===== src/rtl/pc_pkg.sv =====
// rtl/pc_pkg.sv - shared state enum and default vectors for the pc sequencer
package pc_pkg;

  // Sequencer run state; HALT is entered on stack overflow/underflow
  typedef enum logic {
    RUN  = 1'b0,
    HALT = 1'b1
  } pc_state_e;

  localparam int unsigned DEF_RESET_VECTOR = 32'h0000_0000;
  localparam int unsigned DEF_IRQ_VECTOR   = 32'h0000_0010;

endpackage


===== src/rtl/ras_stack.sv =====
// rtl/ras_stack.sv - return-address stack with registered occupancy flags
module ras_stack
  import pc_pkg::*;
#(
  parameter int WIDTH     = 16,
  parameter int RAS_DEPTH = 8
) (
  input  logic                       clk,
  input  logic                       rst,
  input  logic                       push,
  input  logic                       pop,
  input  logic [WIDTH-1:0]           push_data,
  output logic [WIDTH-1:0]           top,
  output logic [$clog2(RAS_DEPTH):0] count,
  output logic                       full,
  output logic                       empty
);

  localparam int PW = $clog2(RAS_DEPTH);
  localparam int CW = PW + 1;

  logic [WIDTH-1:0] mem_q [RAS_DEPTH];
  logic [WIDTH-1:0] mem_d [RAS_DEPTH];
  logic [CW-1:0]    count_q, count_d;
  logic             full_q, full_d;
  logic             empty_q, empty_d;
  logic [CW-1:0]    top_idx;

  // Entry count-1 is the top; the index is only meaningful when not empty
  assign top_idx = count_q - CW'(1);
  assign top     = mem_q[top_idx[PW-1:0]];
  assign count   = count_q;
  assign full    = full_q;
  assign empty   = empty_q;

  // Next stack contents and count; push into a full or pop from an empty stack is a no-op
  always_comb begin
    mem_d   = mem_q;
    count_d = count_q;
    if (push && !full_q) begin
      mem_d[count_q[PW-1:0]] = push_data;
      count_d                = count_q + CW'(1);
    end else if (pop && !empty_q) begin
      count_d = count_q - CW'(1);
    end
    full_d  = (count_d == CW'(RAS_DEPTH));
    empty_d = (count_d == '0);
  end

  // Count and flags register together so the flags always match the count
  always_ff @(posedge clk) begin
    if (rst) begin
      count_q <= '0;
      full_q  <= 1'b0;
      empty_q <= 1'b1;
    end else begin
      count_q <= count_d;
      full_q  <= full_d;
      empty_q <= empty_d;
    end
  end

  // Storage needs no reset: entries above the count are never read
  always_ff @(posedge clk) begin
    mem_q <= mem_d;
  end

endmodule


===== src/rtl/pc_seq.sv =====
// rtl/pc_seq.sv - program counter sequencer with return stack; PC_IRQ_EN adds interrupt entry/return
module pc_seq
  import pc_pkg::*;
#(
  parameter int              WIDTH        = 16,
  parameter int              RAS_DEPTH    = 8,
  parameter logic [WIDTH-1:0] RESET_VECTOR = WIDTH'(DEF_RESET_VECTOR),
  parameter logic [WIDTH-1:0] IRQ_VECTOR   = WIDTH'(DEF_IRQ_VECTOR)
) (
  input  logic             clk,
  input  logic             rst,
  input  logic             stall,
  input  logic             jump,
  input  logic [WIDTH-1:0] jump_addr,
  input  logic             branch,
  input  logic [WIDTH-1:0] branch_off,
  input  logic             call,
  input  logic             ret,
  input  logic             resume,
`ifdef PC_IRQ_EN
  input  logic             irq,
  input  logic             reti,
  output logic             in_isr,
`endif
  output logic [WIDTH-1:0] pc,
  output logic [WIDTH-1:0] pc_plus_one,
  output logic             ras_empty,
  output logic             ras_full,
  output logic             err,
  output logic             halted
);

  pc_state_e        state_q, state_d;
  logic [WIDTH-1:0] pc_q, pc_d;
  logic             err_q, err_d;
  logic             push, pop;
  logic [WIDTH-1:0] push_data;
  logic [WIDTH-1:0] ras_top;
  logic [$clog2(RAS_DEPTH):0] ras_count_unused;

`ifdef PC_IRQ_EN
  logic in_isr_q, in_isr_d;
  assign in_isr = in_isr_q;
`else
  logic unused_irq_vector;
  assign unused_irq_vector = ^IRQ_VECTOR;
`endif

  assign pc          = pc_q;
  assign pc_plus_one = pc_q + WIDTH'(1);
  assign err         = err_q;
  assign halted      = (state_q == HALT);

  ras_stack #(
    .WIDTH     (WIDTH),
    .RAS_DEPTH (RAS_DEPTH)
  ) u_ras (
    .clk       (clk),
    .rst       (rst),
    .push      (push),
    .pop       (pop),
    .push_data (push_data),
    .top       (ras_top),
    .count     (ras_count_unused),
    .full      (ras_full),
    .empty     (ras_empty)
  );

  // Select exactly one action per cycle in priority order; faults freeze the PC and halt
  always_comb begin
    state_d   = state_q;
    pc_d      = pc_q;
    err_d     = err_q;
    push      = 1'b0;
    pop       = 1'b0;
    push_data = pc_plus_one;
`ifdef PC_IRQ_EN
    in_isr_d  = in_isr_q;
`endif
    if (state_q == HALT) begin
      if (resume) begin
        state_d = RUN;
      end
    end else if (stall) begin
      pc_d = pc_q;
`ifdef PC_IRQ_EN
    end else if (irq && !in_isr_q) begin
      if (ras_full) begin
        err_d   = 1'b1;
        state_d = HALT;
      end else begin
        push      = 1'b1;
        push_data = pc_q;
        pc_d      = IRQ_VECTOR;
        in_isr_d  = 1'b1;
      end
    end else if (reti) begin
      if (ras_empty) begin
        err_d   = 1'b1;
        state_d = HALT;
      end else begin
        pop      = 1'b1;
        pc_d     = ras_top;
        in_isr_d = 1'b0;
      end
`endif
    end else if (ret) begin
      if (ras_empty) begin
        err_d   = 1'b1;
        state_d = HALT;
      end else begin
        pop  = 1'b1;
        pc_d = ras_top;
      end
    end else if (call) begin
      if (ras_full) begin
        err_d   = 1'b1;
        state_d = HALT;
      end else begin
        push = 1'b1;
        pc_d = jump_addr;
      end
    end else if (jump) begin
      pc_d = jump_addr;
    end else if (branch) begin
      pc_d = pc_plus_one + branch_off;
    end else begin
      pc_d = pc_plus_one;
    end
  end

  // Sequencer state registers; reset wins over any in-flight action
  always_ff @(posedge clk) begin
    if (rst) begin
      state_q  <= RUN;
      pc_q     <= RESET_VECTOR;
      err_q    <= 1'b0;
`ifdef PC_IRQ_EN
      in_isr_q <= 1'b0;
`endif
    end else begin
      state_q  <= state_d;
      pc_q     <= pc_d;
      err_q    <= err_d;
`ifdef PC_IRQ_EN
      in_isr_q <= in_isr_d;
`endif
    end
  end

endmodule


===== config.mk =====
export PLATFORM = sky130hd
export DESIGN_NAME = pc_seq
export DESIGN_NICKNAME = d
export VERILOG_FILES = /design/src/rtl/pc_pkg.sv /design/src/rtl/ras_stack.sv /design/src/rtl/pc_seq.sv
export SDC_FILE = /design/constraint.sdc
export NUM_CORES = 1
export LEC_CHECK = 0
export BUFFER_PORTS_ARGS = -buffer_cell sky130_fd_sc_hd__buf_2
export CORE_UTILIZATION = 43
export DETAILED_ROUTE_END_ITERATION = 10
export SYNTH_ARGS = -nofsm -noshare
export SYNTH_HDL_FRONTEND = slang
export SYNTH_SLANG_ARGS = --single-unit

===== constraint.sdc =====
create_clock -name clk -period 3.8 [get_ports clk]
set_input_delay 1.14 -clock clk [delete_from_list [all_inputs] [get_ports clk]]
set_output_delay 1.14 -clock clk [all_outputs]
set_load 0.05 [all_outputs]

==> metrics.md <==
| Metric | Value |
|---|---|
| Status | completed |
| Std-Cell Rows | 47 |
| #FFs+latches synth | 152 |
| Final cell count without fillers | 876 |
| Post-Syn Area per Cell | 13.6 sq um |
| Initial antenna violation count | 0 |
| Total global routing track utilization | 0.229 |
| Worst reg2reg path startpoint | pc[3]$_SDFFE_PP0P_ |
| Post-DR wirelength/cell | 21.3 um |
| Tmin final | 3600 ps |
| Chip height | 132 um |
| Root buffer cell | clkbuf_16 |
| Largest stage delay, worst path | 480 ps |
| Antenna-violating nets left | 0 |
| # diodes | 0 |
| Critical Path, Cell by Cell | and4_4 > nand3_1 > nor3_1 > xor2_4 > buf_4 > buf_2 |
| Layout area overhead | 21.6% |
| Hold Path Depth | 2 |
| Total vias in the final route | 4947 |
| Core area | 16500 sq um |
| Setup crit start kind | register |
| Kind of critical path | reg2out |
| Critical Path RT | 2660 ps |
| Post-synth top area share | 0.530 |
| Setup WS pre-CTS | 387 ps |
| Starting DRC count in detailed routing | 411 |
| Synth area leader | edfxtp_1 |
| Largest net degree at the start of global routing | 27 |
| Slew headroom | 0.368 |
| IO Pins | 76 |
| Final #Nets | 706 |
| Htree depth | 4 |
| Hold Path Sink | err$_SDFFE_PP0P_ |
| Layout cell share with drive strength beyond 1 | 0.320 |
| Top FF cell, synth | edfxtp_1 |
| CTS max path bufs | 2 |
| DRT Pass-1 Iters | 5 |
| Fin util | 0.534 |
| Residual DRC count | 0 |
| Pwr per Cell Area | 531 nW/um^2 |
| Worst-Margin Slew | 941 ps |
| Post-CTS sizing | 0 |
| Crit path max-delay family | simple AND/OR/NAND/NOR gates |
| Worst reg2reg endpoint | pc[13]$_SDFFE_PP0P_ |
| DPL Wire Length | 13.3 mm |
| Worst hold start | err$_SDFFE_PP0P_ |
| Setup Fix Bufs, Post-CTS | 0 |
| Hold WC Path Type | reg2reg |
| R2r setup slk | 450 ps |
| Final worst-path cycle share | 0.948 |
| WHS | 494 ps |
| Post-synth EDFFs | 128 |
| Leading cell types by total area after synthesis | edfxtp_1, mux4_2, dfxtp_1 |
| Final worst-path setup slack | 196 ps |
| Final Hold Viols | 0 |
| Post-Syn Area | 7250 sq um |
| Most common cell in the netlist | edfxtp_1 |
| Critical Path AT | 2460 ps |
| Final wirelength | 18.6 mm |
| Syn Nets | 598 |
| Unique masters post-synth | 61 |
| Die area | 17400 sq um |
| First-pass GRT wire length | 29.1 mm |
| Leak | 0.00338 uW |
| Starting Density | 0.439 |
| GR Overflow Total | 0 |
| Number of max-cap violations | 0 |
| Num CTS Buffers | 17 |
| Clock skew | 17.3 ps |
| Max Clk Rate | 277 MHz |
| Hold Buf Count CTS | 0 |
| Post-synth top cells | edfxtp_1, nand2_1, nor2_1, a21oi_1, mux4_2 |
| Clk Latency, worst-skew pair | 440 ps |
| Via count of the first global-routing pass | 5000 |
| Setup violations, final | 0 |
| Yosys warns | 0 |
| CP bufs+invs | 2 |
| Fin. max-slew vios | 0 |
| Synth Instances | 535 |
| FF-to-FF path depth | 13 |
| Reg clk slew, reported paths | 70 ps |
| CTS Sinks | 152 |
| Worst-case vdd ir drop | 331 uV |
| # port buffers | 75 |
| Crit-path max FO | 10 |
| Chip width | 132 um |
| CTS tree | done |
| Placed Cells | 844 |
| Via density | 5.65 |
| Endpoint type of the worst setup path | primary output |
| Slowest CP cell | dfxtp_1 |
| Register area share after synthesis | 0.596 |
| Placer congestion estimate | 0.891 |
| Async SR Flop Fraction | 0 |
| RSZ-0062 raised after global routing | false |
==> power breakdown <==
group / internal, uW / total (uW) / switching [uW]
Sequential: 1890 / 1950 / 56.8
Combinational: 401 / 1090 / 692
Clock: 877 / 1640 / 762
==> placed cells by master, fill, tap and decap left out, drive strengths merged, types with 2 or more instances in the layout <==
cell type,netlist,layout
edfxtp,128,128
buf,13,115
nor2,49,49
nand2,47,47
a21oi,42,42
mux4,32,32
dfxtp,24,24
ha,22,22
xnor2,20,20
inv,8,20
clkbuf,13,17
a211oi,16,16
nor3,16,16
o21ai,13,13
nand3,11,11
xor2,11,11
a21o,10,10
mux2i,9,9
and3,6,6
a31oi,4,4
nand2b,3,3
nand4,3,3
a22oi,2,2
nor2b,2,2
o211a,2,2
o22ai,2,2
and2,2,2
and4,2,2
nor4,2,2
or3,2,2
o211ai,2,2
clkinv,0,2
==> sequential cells by signal (all words and copies together) (netlist names) <==
register,count
err,1
halted,1
pc,16
u_ras.count,4
u_ras.empty,1
u_ras.full,1
u_ras.mem_q,128
==> per-stage QoR <==
stage | TNS, ps | power, uW | instance area [sq um]
after floorplan | -1.76 | 2760 | 7390
after global placement | 0 | 3070 | 8250
after detailed placement | 0 | 3080 | 8250
after CTS | 0 | 4720 | 8820
after global routing | 0 | 4870 | 8820
final | 0 | 4680 | 8820
==> routing by layer <==
layer / global-route usage / share of wire / up-vias
met2: 0.374 / 0.49 / 174
met3: 0.0431 / 0.056 / 21
met5: 0 / 0 / -
met1: 0.307 / 0.44 / 2472
met4: 0.0795 / 0.017 / 0
li1: - / - / 2280
==> worst min-delay path: stages, from the launching register on <==
cell     delay, ps
dfxtp_1        340
a21oi_1         50
nor2_1          80
==> final cells by class <==
cell class | instances | area [sq um]
sequential | 152 | 4330
clock inverter | 15 | 149
timing repair buffer | 115 | 676
multi-input combinational | 349 | 2940
inverter | 8 | 30.0
clock buffer | 17 | 425
tap | 220 | 275
fill | 1399 | 7700
==> cell families (layout without fill, tap and decap cells) <==
logic type	after synthesis	after routing	share of synthesized area
compound gates	107	107	0.0968
xor+xnor	31	31	0.0385
fa+ha+maj	23	23	0.0407
buf+inv	34	155	0.0210
flops	152	152	0.596
mux	41	41	0.112
simple gates	147	147	0.0952
==> worst max-delay path by stage <==
stage | start | endpoint | slack (ps) | cells past startpoint
after floorplan | pc[0]$_SDFFE_PP0P_ | pc[13]$_SDFFE_PP0P_ | -2 | 13
after global placement | branch_off[0] | pc[6]$_SDFFE_PP0P_ | 430 | 11
after detailed placement | branch_off[0] | pc[6]$_SDFFE_PP0P_ | 390 | 11
after CTS | pc[2]$_SDFFE_PP0P_ | pc_plus_one[14] | 180 | 6
after global routing | pc[2]$_SDFFE_PP0P_ | pc_plus_one[14] | 50 | 6
final | pc[3]$_SDFFE_PP0P_ | pc_plus_one[14] | 200 | 6
Power figures use the tool's default switching activity.
